==> src/rtl/uart_cmd_pkg.sv <==
// Shared constants for the UART command decoder: the ASCII command set and
// the decoder FSM state encoding.
package uart_cmd_pkg;

    localparam logic [7:0] CHAR_R_UC = 8'h52;
    localparam logic [7:0] CHAR_R_LC = 8'h72;
    localparam logic [7:0] CHAR_C_UC = 8'h43;
    localparam logic [7:0] CHAR_C_LC = 8'h63;
    localparam logic [7:0] CHAR_M_UC = 8'h4D;
    localparam logic [7:0] CHAR_M_LC = 8'h6D;
    localparam logic [7:0] CHAR_CR   = 8'h0D;
    localparam logic [7:0] CHAR_LF   = 8'h0A;

    typedef enum logic [1:0] {
        IDLE   = 2'd0,
        DECODE = 2'd1,
        ECHO   = 2'd2
    } state_e;

endpackage

==> src/rtl/uart_cmd_fifo.sv <==
// Show-ahead byte FIFO between the UART receiver and the command FSM.
// A write while full is dropped unless a pop happens in the same cycle.
module uart_cmd_fifo #(
    parameter int unsigned DEPTH  = 4,
    parameter int unsigned ADDR_W = 2
) (
    input  logic       clk,
    input  logic       reset,
    input  logic       wr_en,
    input  logic [7:0] wr_data,
    input  logic       rd_en,
    output logic [7:0] rd_data,
    output logic       full,
    output logic       empty,
    output logic       overflow
);

    logic [7:0]        mem_q [DEPTH];
    logic [ADDR_W-1:0] wr_ptr_q;
    logic [ADDR_W-1:0] rd_ptr_q;
    logic [ADDR_W:0]   count_q;
    logic              overflow_q;
    logic              push;
    logic              pop;

    assign empty    = (count_q == '0);
    assign full     = (count_q == (ADDR_W+1)'(DEPTH));
    assign pop      = rd_en && !empty;
    assign push     = wr_en && (!full || pop);
    assign rd_data  = mem_q[rd_ptr_q];
    assign overflow = overflow_q;

    // NOTE: state is updated with <= so every register samples pre-edge values.
    always_ff @(posedge clk) begin
        if (reset) begin
            wr_ptr_q   <= '0;
            rd_ptr_q   <= '0;
            count_q    <= '0;
            overflow_q <= 1'b0;
        end else begin
            if (push) wr_ptr_q <= wr_ptr_q + 1'b1;
            if (pop)  rd_ptr_q <= rd_ptr_q + 1'b1;
            case ({push, pop})
                2'b10:   count_q <= count_q + 1'b1;
                2'b01:   count_q <= count_q - 1'b1;
                default: count_q <= count_q;
            endcase
            if (wr_en && !push) overflow_q <= 1'b1;
        end
    end

    // NOTE: storage has no reset; clearing the pointers already empties the FIFO.
    always_ff @(posedge clk) begin
        if (push) mem_q[wr_ptr_q] <= wr_data;
    end

endmodule

==> src/rtl/uart_cmd_decoder.sv <==
// Decodes received ASCII bytes into one-cycle stopwatch control pulses.
// Define UART_CMD_ECHO_EN to echo recognised commands to the UART transmitter.
module uart_cmd_decoder
    import uart_cmd_pkg::*;
#(
    parameter int unsigned FIFO_DEPTH = 4,
    parameter int unsigned ADDR_W     = 2
) (
    input  logic       clk,
    input  logic       reset,
    input  logic [7:0] rx_data,
    input  logic       rx_done,
    input  logic       tx_busy,
    output logic       cmd_run,
    output logic       cmd_clear,
    output logic       cmd_mode,
    output logic       cmd_err,
    output logic       overflow,
    output logic       tx_start,
    output logic [7:0] tx_data
);

`ifdef UART_CMD_ECHO_EN
    localparam state_e CMD_NEXT = ECHO;
`else
    localparam state_e CMD_NEXT = IDLE;
`endif

    state_e     state_q;
    logic [7:0] cmd_reg_q;
    logic       cmd_run_q;
    logic       cmd_clear_q;
    logic       cmd_mode_q;
    logic       cmd_err_q;
    logic [7:0] fifo_head;
    logic       fifo_empty;
    logic       fifo_pop;
    logic       unused_fifo_full;

    // Only one byte is in flight: the FSM pops only from IDLE.
    assign fifo_pop = (state_q == IDLE) && !fifo_empty;

    uart_cmd_fifo #(
        .DEPTH  (FIFO_DEPTH),
        .ADDR_W (ADDR_W)
    ) u_fifo (
        .clk      (clk),
        .reset    (reset),
        .wr_en    (rx_done),
        .wr_data  (rx_data),
        .rd_en    (fifo_pop),
        .rd_data  (fifo_head),
        .full     (unused_fifo_full),
        .empty    (fifo_empty),
        .overflow (overflow)
    );

`ifdef UART_CMD_ECHO_EN
    logic       tx_start_q;
    logic [7:0] tx_data_q;
    assign tx_start = tx_start_q;
    assign tx_data  = tx_data_q;
`else
    logic unused_tx_busy;
    assign unused_tx_busy = tx_busy;
    assign tx_start       = 1'b0;
    assign tx_data        = '0;
`endif

    always_ff @(posedge clk) begin
        if (reset) begin
            state_q     <= IDLE;
            cmd_reg_q   <= '0;
            cmd_run_q   <= 1'b0;
            cmd_clear_q <= 1'b0;
            cmd_mode_q  <= 1'b0;
            cmd_err_q   <= 1'b0;
`ifdef UART_CMD_ECHO_EN
            tx_start_q  <= 1'b0;
            tx_data_q   <= '0;
`endif
        end else begin
            cmd_run_q   <= 1'b0;
            cmd_clear_q <= 1'b0;
            cmd_mode_q  <= 1'b0;
            cmd_err_q   <= 1'b0;
`ifdef UART_CMD_ECHO_EN
            tx_start_q  <= 1'b0;
`endif
            case (state_q)
                IDLE: begin
                    if (!fifo_empty) begin
                        cmd_reg_q <= fifo_head;
                        state_q   <= DECODE;
                    end
                end
                DECODE: begin
                    state_q <= IDLE;
                    case (cmd_reg_q)
                        CHAR_R_UC, CHAR_R_LC: begin
                            cmd_run_q <= 1'b1;
                            state_q   <= CMD_NEXT;
                        end
                        CHAR_C_UC, CHAR_C_LC: begin
                            cmd_clear_q <= 1'b1;
                            state_q     <= CMD_NEXT;
                        end
                        CHAR_M_UC, CHAR_M_LC: begin
                            cmd_mode_q <= 1'b1;
                            state_q    <= CMD_NEXT;
                        end
                        CHAR_CR, CHAR_LF: begin
                        end
                        default: cmd_err_q <= 1'b1;
                    endcase
                end
`ifdef UART_CMD_ECHO_EN
                ECHO: begin
                    if (!tx_busy) begin
                        tx_start_q <= 1'b1;
                        tx_data_q  <= cmd_reg_q;
                        state_q    <= IDLE;
                    end
                end
`endif
                default: state_q <= IDLE;
            endcase
        end
    end

    assign cmd_run   = cmd_run_q;
    assign cmd_clear = cmd_clear_q;
    assign cmd_mode  = cmd_mode_q;
    assign cmd_err   = cmd_err_q;

endmodule

==> config.mk <==
export PLATFORM = sky130hd
export DESIGN_NAME = uart_cmd_decoder
export DESIGN_NICKNAME = d
export VERILOG_FILES = /design/src/rtl/uart_cmd_pkg.sv /design/src/rtl/uart_cmd_fifo.sv /design/src/rtl/uart_cmd_decoder.sv
export SDC_FILE = /design/constraint.sdc
export NUM_CORES = 1
export LEC_CHECK = 0
export CELL_PAD_IN_SITES_DETAIL_PLACEMENT = 1
export CELL_PAD_IN_SITES_GLOBAL_PLACEMENT = 2
export CORE_ASPECT_RATIO = 0.6
export CORE_MARGIN = 2
export CORE_UTILIZATION = 38
export CTS_CLUSTER_SIZE = 16
export DETAILED_ROUTE_END_ITERATION = 7
export PLACE_DENSITY = 0.8
export SLEW_MARGIN = 20
export SYNTH_ARGS = -nofsm -noshare
export SYNTH_HDL_FRONTEND = slang
export SYNTH_SLANG_ARGS = --single-unit
==> constraint.sdc <==
create_clock -name clk -period 2.8 [get_ports clk]
set_input_delay 0.56 -clock clk [delete_from_list [all_inputs] [get_ports clk]]
set_output_delay 0.56 -clock clk [all_outputs]
set_load 0.03 [all_outputs]
==> flow_summary.ini, run 1 <==
[logic_synthesis]
ys_seq_elements = 53
synth-warning-count = 0
syn_avg_cell_area_um2 = 12.8
seq_area_frac_synth = 0.598
synth_edf_count = 32
synth_cell_types = 39
yosys_most_used_dff = edfxtp_1
synthArstFlopShare = 0
synthCells = 180
synth.cell_area_um2 = 2310

[critical_path]
path_max_fanout = 10
reg2reg_depth = 6
critPathBufInv = 0
cp_data_arrival_time_ps = 2510
worst-path-stages = 6
end_kind = flip-flop
cp-start-kind = flip-flop
cpLargestDelayFamily = simple AND/OR/NAND/NOR gates
crit_slowest_cell = or3_1
worstPathRequired_ps = 3020
path_cells = or3_1 > nand3_1 > fa_1 > or3b_1 > or3_1 > a31oi_1
critPathKind = reg -> reg
crit_top_cell = or3_1
slowest_delay_ps = 580

[timing]
fin_skew_ps = 3.87
rsz0062_at_grt = no
hold_violations = 0
fin_crit_sh = 0.817
min_period_ps = 2290
setup_tns_ps = 0
final_max_slew_viol_count = 0
worstMarginPinSlew_ps = 697
max_freq_mhz = 437
finalSetupViolations = 0
max-slew-margin-rel = 0.534

[route]
drt_pass1_iterations = 4
routed_wl_um = 4800
wl_per_cell_um = 17.5
via_per_inst = 5.28
vias = 1448
drtAntennaViolNets = 0
drt_iter0_drc = 76
drc = 0

[clock_network]
cts_tree = done
cts_setup_buffers = 0
path_clk_slew_ps = 100
cts_root_buf = clkbuf_8
clock_sinks = 53
postCtsHoldBufs = 0
clk_latency_ps = 300
cts_made_buffers = 5
clock_path_buffers = 2
htree_levels = 2
cts_resized = 0

[finish]
diodes = 0
multiInputGateArea_um2 = 796
num-fill-cells = 618
fin_cells = 274
drive_gt1_frac = 0.113
regArea_um2 = 1380
syn2layout_area_growth_pct = 13.7
nets = 210

[grt]
antenna_found_initial = 0
grt_usage = 0.156
grt_pass1_wl_um = 8080
grt_max_degree = 22
gr-total-overflow = 0
grt_pass1_vias = 1610

[floorplan]
die_w_um = 105
pin_count = 26
core-area_um2 = 5730
start_util = 0.403
rows = 21
dieHeight_um = 64.4
die_area_um2 = 6730

[power_and_ir_drop]
power.density_nw_per_um2 = 881
vdd_drop_max_mv = 0.317
p_leak_nw = 0.893

[place]
placement.io_buffers = 15
hpwl_um = 3450
globalplace.congestion = 0.746
dp.cells = 266

[min_path]
holdPathStages = 2
min_path_type = reg -> reg

[status]
status = complete, no violations

[job]
max_cap_viol_count = 0
-- worst register-to-register path, cell delays in order, from the launching register on --
cell and delay [ps]:
dfxtp_1 400, or3_1 580, nand3_1 170, fa_1 210, or3b_1 370, or3_1 310, a31oi_1 160
-- metal layers --
metal	part of all wire	global-route usage
met2	0.48	0.256
met3	0.024	0.0337
met5	0	0
met4	0.0056	0.0550
met1	0.49	0.207
-- sequential cells by signal (all words and copies together) (netlist names), 2 cells and up --
| name | count |
|---|---|
| u_fifo.mem_q | 32 |
| cmd_reg_q | 8 |
| u_fifo.wr_ptr_q | 2 |
| u_fifo.count_q | 3 |
| u_fifo.rd_ptr_q | 2 |
-- report_power, final --
part	leakage, nW	internal, W	total, W	switching (W)
clock	0.0681	0.000355	0.000605	0.000250
sequential	0.466	0.000936	0.00109	0.000153
combinational	0.359	0.000279	0.000618	0.000338
-- cell families (layout without fill, tap and decap cells) --
logic type,count (synthesis),count (layout),share of synthesized area
other,1,9,0.00162
adders and majority gates,5,5,0.0304
buffers and inverters,30,36,0.0699
xor gates and xnor gates,2,2,0.00759
DFF,53,53,0.598
AOI/OAI and AO/OA,31,31,0.0770
and+or+nand+nor,49,49,0.132
muxes,9,9,0.0829
-- layout make-up --
type / count / area share
Sequential cell: 53 / 0.526
Clock inverter: 3 / 0.0248
Inverter: 9 / 0.0129
Tap cell: 80 / 0.0381
Clock buffer: 5 / 0.0262
Multi-Input combinational cell: 105 / 0.303
Timing Repair Buffer: 19 / 0.0686
-- layout by cell type (no fill, tap or decap), drive strengths merged, types with 2 or more instances in the layout --
| cell type | instances |
|---|---|
| clkdlybuf4s50 | 15 |
| bufinv | 2 |
| mux4 | 8 |
| nor2b | 6 |
| a21oi | 12 |
| nor2 | 6 |
| or3 | 3 |
| nor3 | 3 |
| conb | 9 |
| buf | 4 |
| inv | 9 |
| nand3b | 3 |
| nand3 | 13 |
| and3b | 2 |
| dfxtp | 21 |
| and3 | 4 |
| o2111ai | 4 |
| clkbuf | 5 |
| ha | 4 |
| nand4 | 2 |
| o21ai | 12 |
| edfxtp | 32 |
-- worst paths after layout --
kind                     startpoint           endpoint  slack (ps)
setup / recovery  u_fifo.count_q[0]  u_fifo.count_q[2]         510
hold / removal      u_fifo.overflow    u_fifo.overflow         510
setup reg to reg  u_fifo.count_q[0]  u_fifo.count_q[2]         510
hold reg to reg     u_fifo.overflow    u_fifo.overflow         510
-- metrics by stage --
| step | power, W | utilization | cell area (um2) | worst slack, ps | hold slack (ps) |
|---|---|---|---|---|---|
| 6_report | 0.00231 | 0.458 | 2630 | 511 | 511 |
| 3_3_place_gp | 0.00166 | 0.435 | 2490 | 475 | 457 |
| 4_1_cts | 0.00233 | 0.458 | 2630 | 519 | 521 |
| 3_5_place_dp | 0.00172 | 0.435 | 2490 | 422 | 491 |
| 2_1_floorplan | 0.00155 | - | 2340 | 674 | 467 |
| 5_1_grt | 0.00246 | 0.458 | 2630 | 340 | 561 |
-- cell usage after synthesis (all sizes together) (6+ instances only) --
cell type | n | area, um2
a21oi | 12 | 60.1
inv | 9 | 33.8
clkbuf | 7 | 26.3
nand3 | 13 | 70.1
mux4 | 8 | 180
edfxtp | 32 | 961
dfxtp | 21 | 420
nor2b | 6 | 37.5
buf | 14 | 101
nor2 | 6 | 22.5
o21ai | 12 | 60.1
Power figures use the tool's default switching activity.
==> inputs of run 2 (changes only) <==
--- a/config.mk
+++ b/config.mk
@@ -9,10 +9,10 @@
 export CELL_PAD_IN_SITES_GLOBAL_PLACEMENT = 2
 export CORE_ASPECT_RATIO = 0.6
 export CORE_MARGIN = 2
-export CORE_UTILIZATION = 38
+export CORE_UTILIZATION = 34
 export CTS_CLUSTER_SIZE = 16
 export DETAILED_ROUTE_END_ITERATION = 7
-export PLACE_DENSITY = 0.8
+export PLACE_DENSITY = 0.76
 export SLEW_MARGIN = 20
 export SYNTH_ARGS = -nofsm -noshare
 export SYNTH_HDL_FRONTEND = slang
==> constraint.sdc (replaced) <==
create_clock -name clk -period 2.1 [get_ports clk]
set_input_delay 0.42 -clock clk [delete_from_list [all_inputs] [get_ports clk]]
set_output_delay 0.42 -clock clk [all_outputs]
set_load 0.03 [all_outputs]
==> flow_summary.ini, run 2 (synthesis gave the netlist of run 1 again) <==
[status]
status = complete, no violations

[min_path]
min_path_type = reg -> reg
holdCritStartpoint = u_fifo.overflow

[critical_path]
cp-start-kind = flip-flop
worstPathRequired_ps = 2320
crit_slowest_cell = or3_1
end_kind = flip-flop
r2r-start = u_fifo.count_q[0]
crit_top_cell = or3_1
cp_data_arrival_time_ps = 2150
path_max_fanout = 2
startpoint = u_fifo.count_q[0]
critPathKind = reg -> reg
path_cells = or3_1 > nand3_1 > fa_1 > or3b_1 > or3_1 > a31oi_1
ff2ff_setup_slack_ps = 170
slowest_delay_ps = 420

[timing]
finalSetupViolations = 0
hold_violations = 0
max-slew-margin-rel = 0.559
setup_ws_ps = 168
final_max_slew_viol_count = 0
rsz0062_at_grt = no
min_period_ps = 1930
worstMarginPinSlew_ps = 661
max_freq_mhz = 518
fin_skew_ps = 7.19
fin_crit_sh = 0.920

[power_and_ir_drop]
vdd_drop_max_mv = 0.426
power.density_nw_per_um2 = 1150
p_leak_nw = 0.955

[clock_network]
cts_made_buffers = 5
clk_latency_ps = 290
cts_setup_buffers = 0
htree_levels = 2
clock_path_buffers = 2
cts_tree = done
clock_sinks = 53
path_clk_slew_ps = 70
cts_resized = 0
cts_root_buf = clkbuf_16
postCtsHoldBufs = 0

[finish]
layout_commonest_cell = edfxtp_1
num-fill-cells = 702
nets = 221
largest_register_ffs = 32
drive_gt1_frac = 0.161
top_regs = u_fifo.mem_q: 32 flops, cmd_reg_q: 8 flops, u_fifo.count_q: 3 flops
stdcell_area_um2 = 2730
layout_common_cells = 32 x edfxtp_1, 21 x dfxtp_1, 15 x clkdlybuf4s50_1, 15 x buf_4
regMostFlops = u_fifo.mem_q
syn2layout_area_growth_pct = 18.1
diodes = 0

[route]
drc = 0
via_per_inst = 5.05
drt_pass1_iterations = 4
met1_length_um = 2350
drtAntennaViolNets = 0
wl_per_cell_um = 15.2
vias = 1476
drt_iter0_drc = 73
routed_wl_um = 4430
top_layer_used = met4
met3WireLength_um = 183
route.met2.wl_um = 1840

[floorplan]
pin_count = 26
start_util = 0.349
die_area_um2 = 7490
die_w_um = 110
core-area_um2 = 6620
dieHeight_um = 67.8
rows = 23

[grt]
grt_usage = 0.132
grt_pass1_vias = 1416
grt_pass1_wl_um = 7220
grt_max_degree = 22
antenna_found_initial = 0
gr-total-overflow = 0

[place]
placement.io_buffers = 15
hpwl_um = 3210
globalplace.congestion = 0.707
place_area_um2 = 2580
place_ws_ps = -48.4

[job]
max_cap_viol_count = 0
[run 2: per-stage QoR]
step                      utilization  cells  TNS [ps]  hold slack [ps]  power, W
final                           0.412    292         0              468   0.00313
after floorplan                     -    188         0              467   0.00206
after global routing            0.412    292         0              493   0.00333
after detailed placement        0.390    284     -48.4              464   0.00235
after global placement          0.390    284     -26.8              458   0.00233
after CTS                       0.412    292         0              476   0.00317
[run 2: layout make-up]
| type | count | area (um2) | share of cell area |
|---|---|---|---|
| Clock buffer | 6 | 130 | 0.0477 |
| Clock inverter | 2 | 13.8 | 0.00505 |
| Inverter | 9 | 33.8 | 0.0124 |
| Multi-Input combinational cell | 105 | 796 | 0.292 |
| Sequential cell | 53 | 1380 | 0.507 |
| Tap cell | 87 | 109 | 0.0399 |
| Timing Repair Buffer | 30 | 263 | 0.0964 |
[run 2: worst max-delay path: cells and delay by family (launching register included)]
family	cells	cell delay (ps)
simple gates	4	1200
fa+ha+maj	1	180
compound gates	1	170
flops	1	310
[run 2: routing by layer]
metal | vias up | track usage
met3 | 6 | 0.0381
met4 | 0 | 0.0422
met5 | - | 0
li1 | 704 | -
met1 | 741 | 0.189
met2 | 25 | 0.192
[run 2: power breakdown]
group / internal [W] / total (W) / leakage, nW / switching (W)
clock: 0.000449 / 0.000808 / 0.0742 / 0.000359
combinational: 0.000430 / 0.000918 / 0.415 / 0.000488
sequential: 0.00125 / 0.00140 / 0.466 / 0.000153
[run 2: final timing paths]
check | depth (start not counted) | endpoint
setup reg to reg | 6 | u_fifo.count_q[2]
setup / recovery | 6 | u_fifo.count_q[2]
hold / removal | 2 | u_fifo.overflow
hold reg to reg | 2 | u_fifo.overflow
==> inputs of run 3 (changes only) <==
--- a/config.mk
+++ b/config.mk
@@ -9,10 +9,10 @@
 export CELL_PAD_IN_SITES_GLOBAL_PLACEMENT = 2
 export CORE_ASPECT_RATIO = 0.6
 export CORE_MARGIN = 2
-export CORE_UTILIZATION = 34
+export CORE_UTILIZATION = 33
 export CTS_CLUSTER_SIZE = 16
 export DETAILED_ROUTE_END_ITERATION = 7
-export PLACE_DENSITY = 0.76
+export PLACE_DENSITY = 0.74
 export SLEW_MARGIN = 20
 export SYNTH_ARGS = -nofsm -noshare
 export SYNTH_HDL_FRONTEND = slang
==> flow_summary.ini, run 3 (synthesis gave the netlist of run 1 again) <==
[min_path]
min_to = u_fifo.overflow
holdPathStages = 2
holdCritStartpoint = u_fifo.overflow
min_path_type = reg -> reg

[critical_path]
reg2reg_depth = 6
critPathKind = reg -> reg
worstPathRequired_ps = 2320
end_kind = flip-flop
crit_slowest_cell = or3_1
path_max_fanout = 2
critPathBufInv = 0
cp-start-kind = flip-flop
r2r-start = u_fifo.count_q[0]
cp_data_arrival_time_ps = 2220
startpoint = u_fifo.count_q[0]
cpLargestDelayFamily = simple AND/OR/NAND/NOR gates
crit_top_cell = or3_1
slowest_delay_ps = 390
path_cells = or3_1 > nand3_1 > fa_1 > or3b_1 > or3_1 > a31oi_1
rr_endpoint = u_fifo.count_q[2]
ff2ff_setup_slack_ps = 90

[timing]
max_freq_mhz = 498
worstMarginPinSlew_ps = 614
setup_ws_ps = 92.1
finalSetupViolations = 0
setup_tns_ps = 0
fin_skew_ps = 6.97
whs_ps = 490
min_period_ps = 2010
hold_violations = 0
max-slew-margin-rel = 0.590
fin_crit_sh = 0.956
rsz0062_at_grt = no
final_max_slew_viol_count = 0

[grt]
antenna_found_initial = 0
grt-busiest-layer = met2
grt_use_met2 = 0.248
grt_pass1_wl_um = 8070
grt_use_met3 = 0.0385
gr-total-overflow = 0
grt_pass1_vias = 1583
grt_max_degree = 22
grt_usage = 0.140
met1_usage = 0.173

[power_and_ir_drop]
p_sw_w = 0.00103
vdd_drop_max_mv = 0.442
swShare = 0.327
power_frac_clock = 0.261
finalPower_w = 0.00315
p_leak_nw = 0.946
pwr-share-seq = 0.446
p_comb_frac = 0.293
power.density_nw_per_um2 = 1160
power.internal_w = 0.00212

[floorplan]
pin_count = 26
die_area_um2 = 7700
die_w_um = 112
rows = 23
dieHeight_um = 68.8
core-area_um2 = 6730
start_util = 0.343

[clock_network]
postCtsHoldBufs = 0
cts_made_buffers = 5
cts_root_buf = clkbuf_16
htree_levels = 2
cts_resized = 0
clock_path_buffers = 2
clk_latency_ps = 300
clock_sinks = 53
cts_tree = done
path_clk_slew_ps = 70
cts_setup_buffers = 0

[place]
hpwl_um = 3550
placement.io_buffers = 15
place_ws_ps = -169
globalplace.congestion = 0.779

[finish]
num-fill-cells = 706
largest_register_ffs = 32
top_regs = u_fifo.mem_q: 32 flops, cmd_reg_q: 8 flops, u_fifo.count_q: 3 flops
nets = 220
syn2layout_area_growth_pct = 17.9
multiInputGateArea_um2 = 796
layout_commonest_cell = edfxtp_1
layout_common_cells = 32 x edfxtp_1, 21 x dfxtp_1, 15 x clkdlybuf4s50_1, 14 x buf_4
diodes = 0
final_util = 0.404
regArea_um2 = 1380
drive_gt1_frac = 0.157
regMostFlops = u_fifo.mem_q

[route]
drt_pass1_iterations = 4
routed_wl_um = 4930
drt_iter0_drc = 63
drc = 0
vias = 1458
via_per_inst = 5.01
wl_per_cell_um = 16.9
drtAntennaViolNets = 0

[status]
status = complete, no violations

[job]
max_cap_viol_count = 0
[run 3: worst max-delay path by stage]
stage | to | slack [ps] | cells past startpoint
after detailed placement | u_fifo.count_q[2] | -170 | 7
after floorplan | u_fifo.count_q[2] | 20 | 8
after global routing | u_fifo.count_q[2] | 20 | 6
final | u_fifo.count_q[2] | 90 | 6
after global placement | u_fifo.count_q[2] | -40 | 7
after CTS | u_fifo.count_q[2] | 80 | 6
[run 3: layout make-up]
cell class,count,area share
Sequential cell,53,0.507
Clock inverter,3,0.00827
Tap cell,87,0.0400
Timing Repair Buffer,29,0.0938
Multi-Input combinational cell,105,0.292
Clock buffer,5,0.0460
Inverter,9,0.0124
[run 3: worst register-to-register path, delay by kind of cell, from the launching register on]
family | cells | cell delay (ps)
AO/OA/AOI/OAI | 1 | 180
AND/OR/NAND/NOR | 4 | 1220
flip-flops | 1 | 310
adder cells (fa/ha/maj) | 1 | 210
[run 3: power groups by stage]
| stage | logic (W) | clock network [W] | registers, W |
|---|---|---|---|
| after floorplan | 0.000705 | 0 | 0.00136 |
| after global placement | 0.000873 | 0 | 0.00142 |
| after detailed placement | 0.000923 | 0 | 0.00143 |
| after CTS | 0.000933 | 0.000848 | 0.00141 |
| after global routing | 0.00102 | 0.000894 | 0.00143 |
| final | 0.000923 | 0.000823 | 0.00140 |
[run 3: layer usage]
metal	wire length, um	part of all wire
met1	2340	0.47
met2	2390	0.48
met3	155	0.031
met4	54	0.011
met5	0	0
[run 3: stage by stage]
stage | area (um2) | std cells
global placement | 2570 | 283
detailed placement | 2570 | 283
global route | 2720 | 291
CTS | 2720 | 291
floorplan | 2340 | 188
finish | 2720 | 291
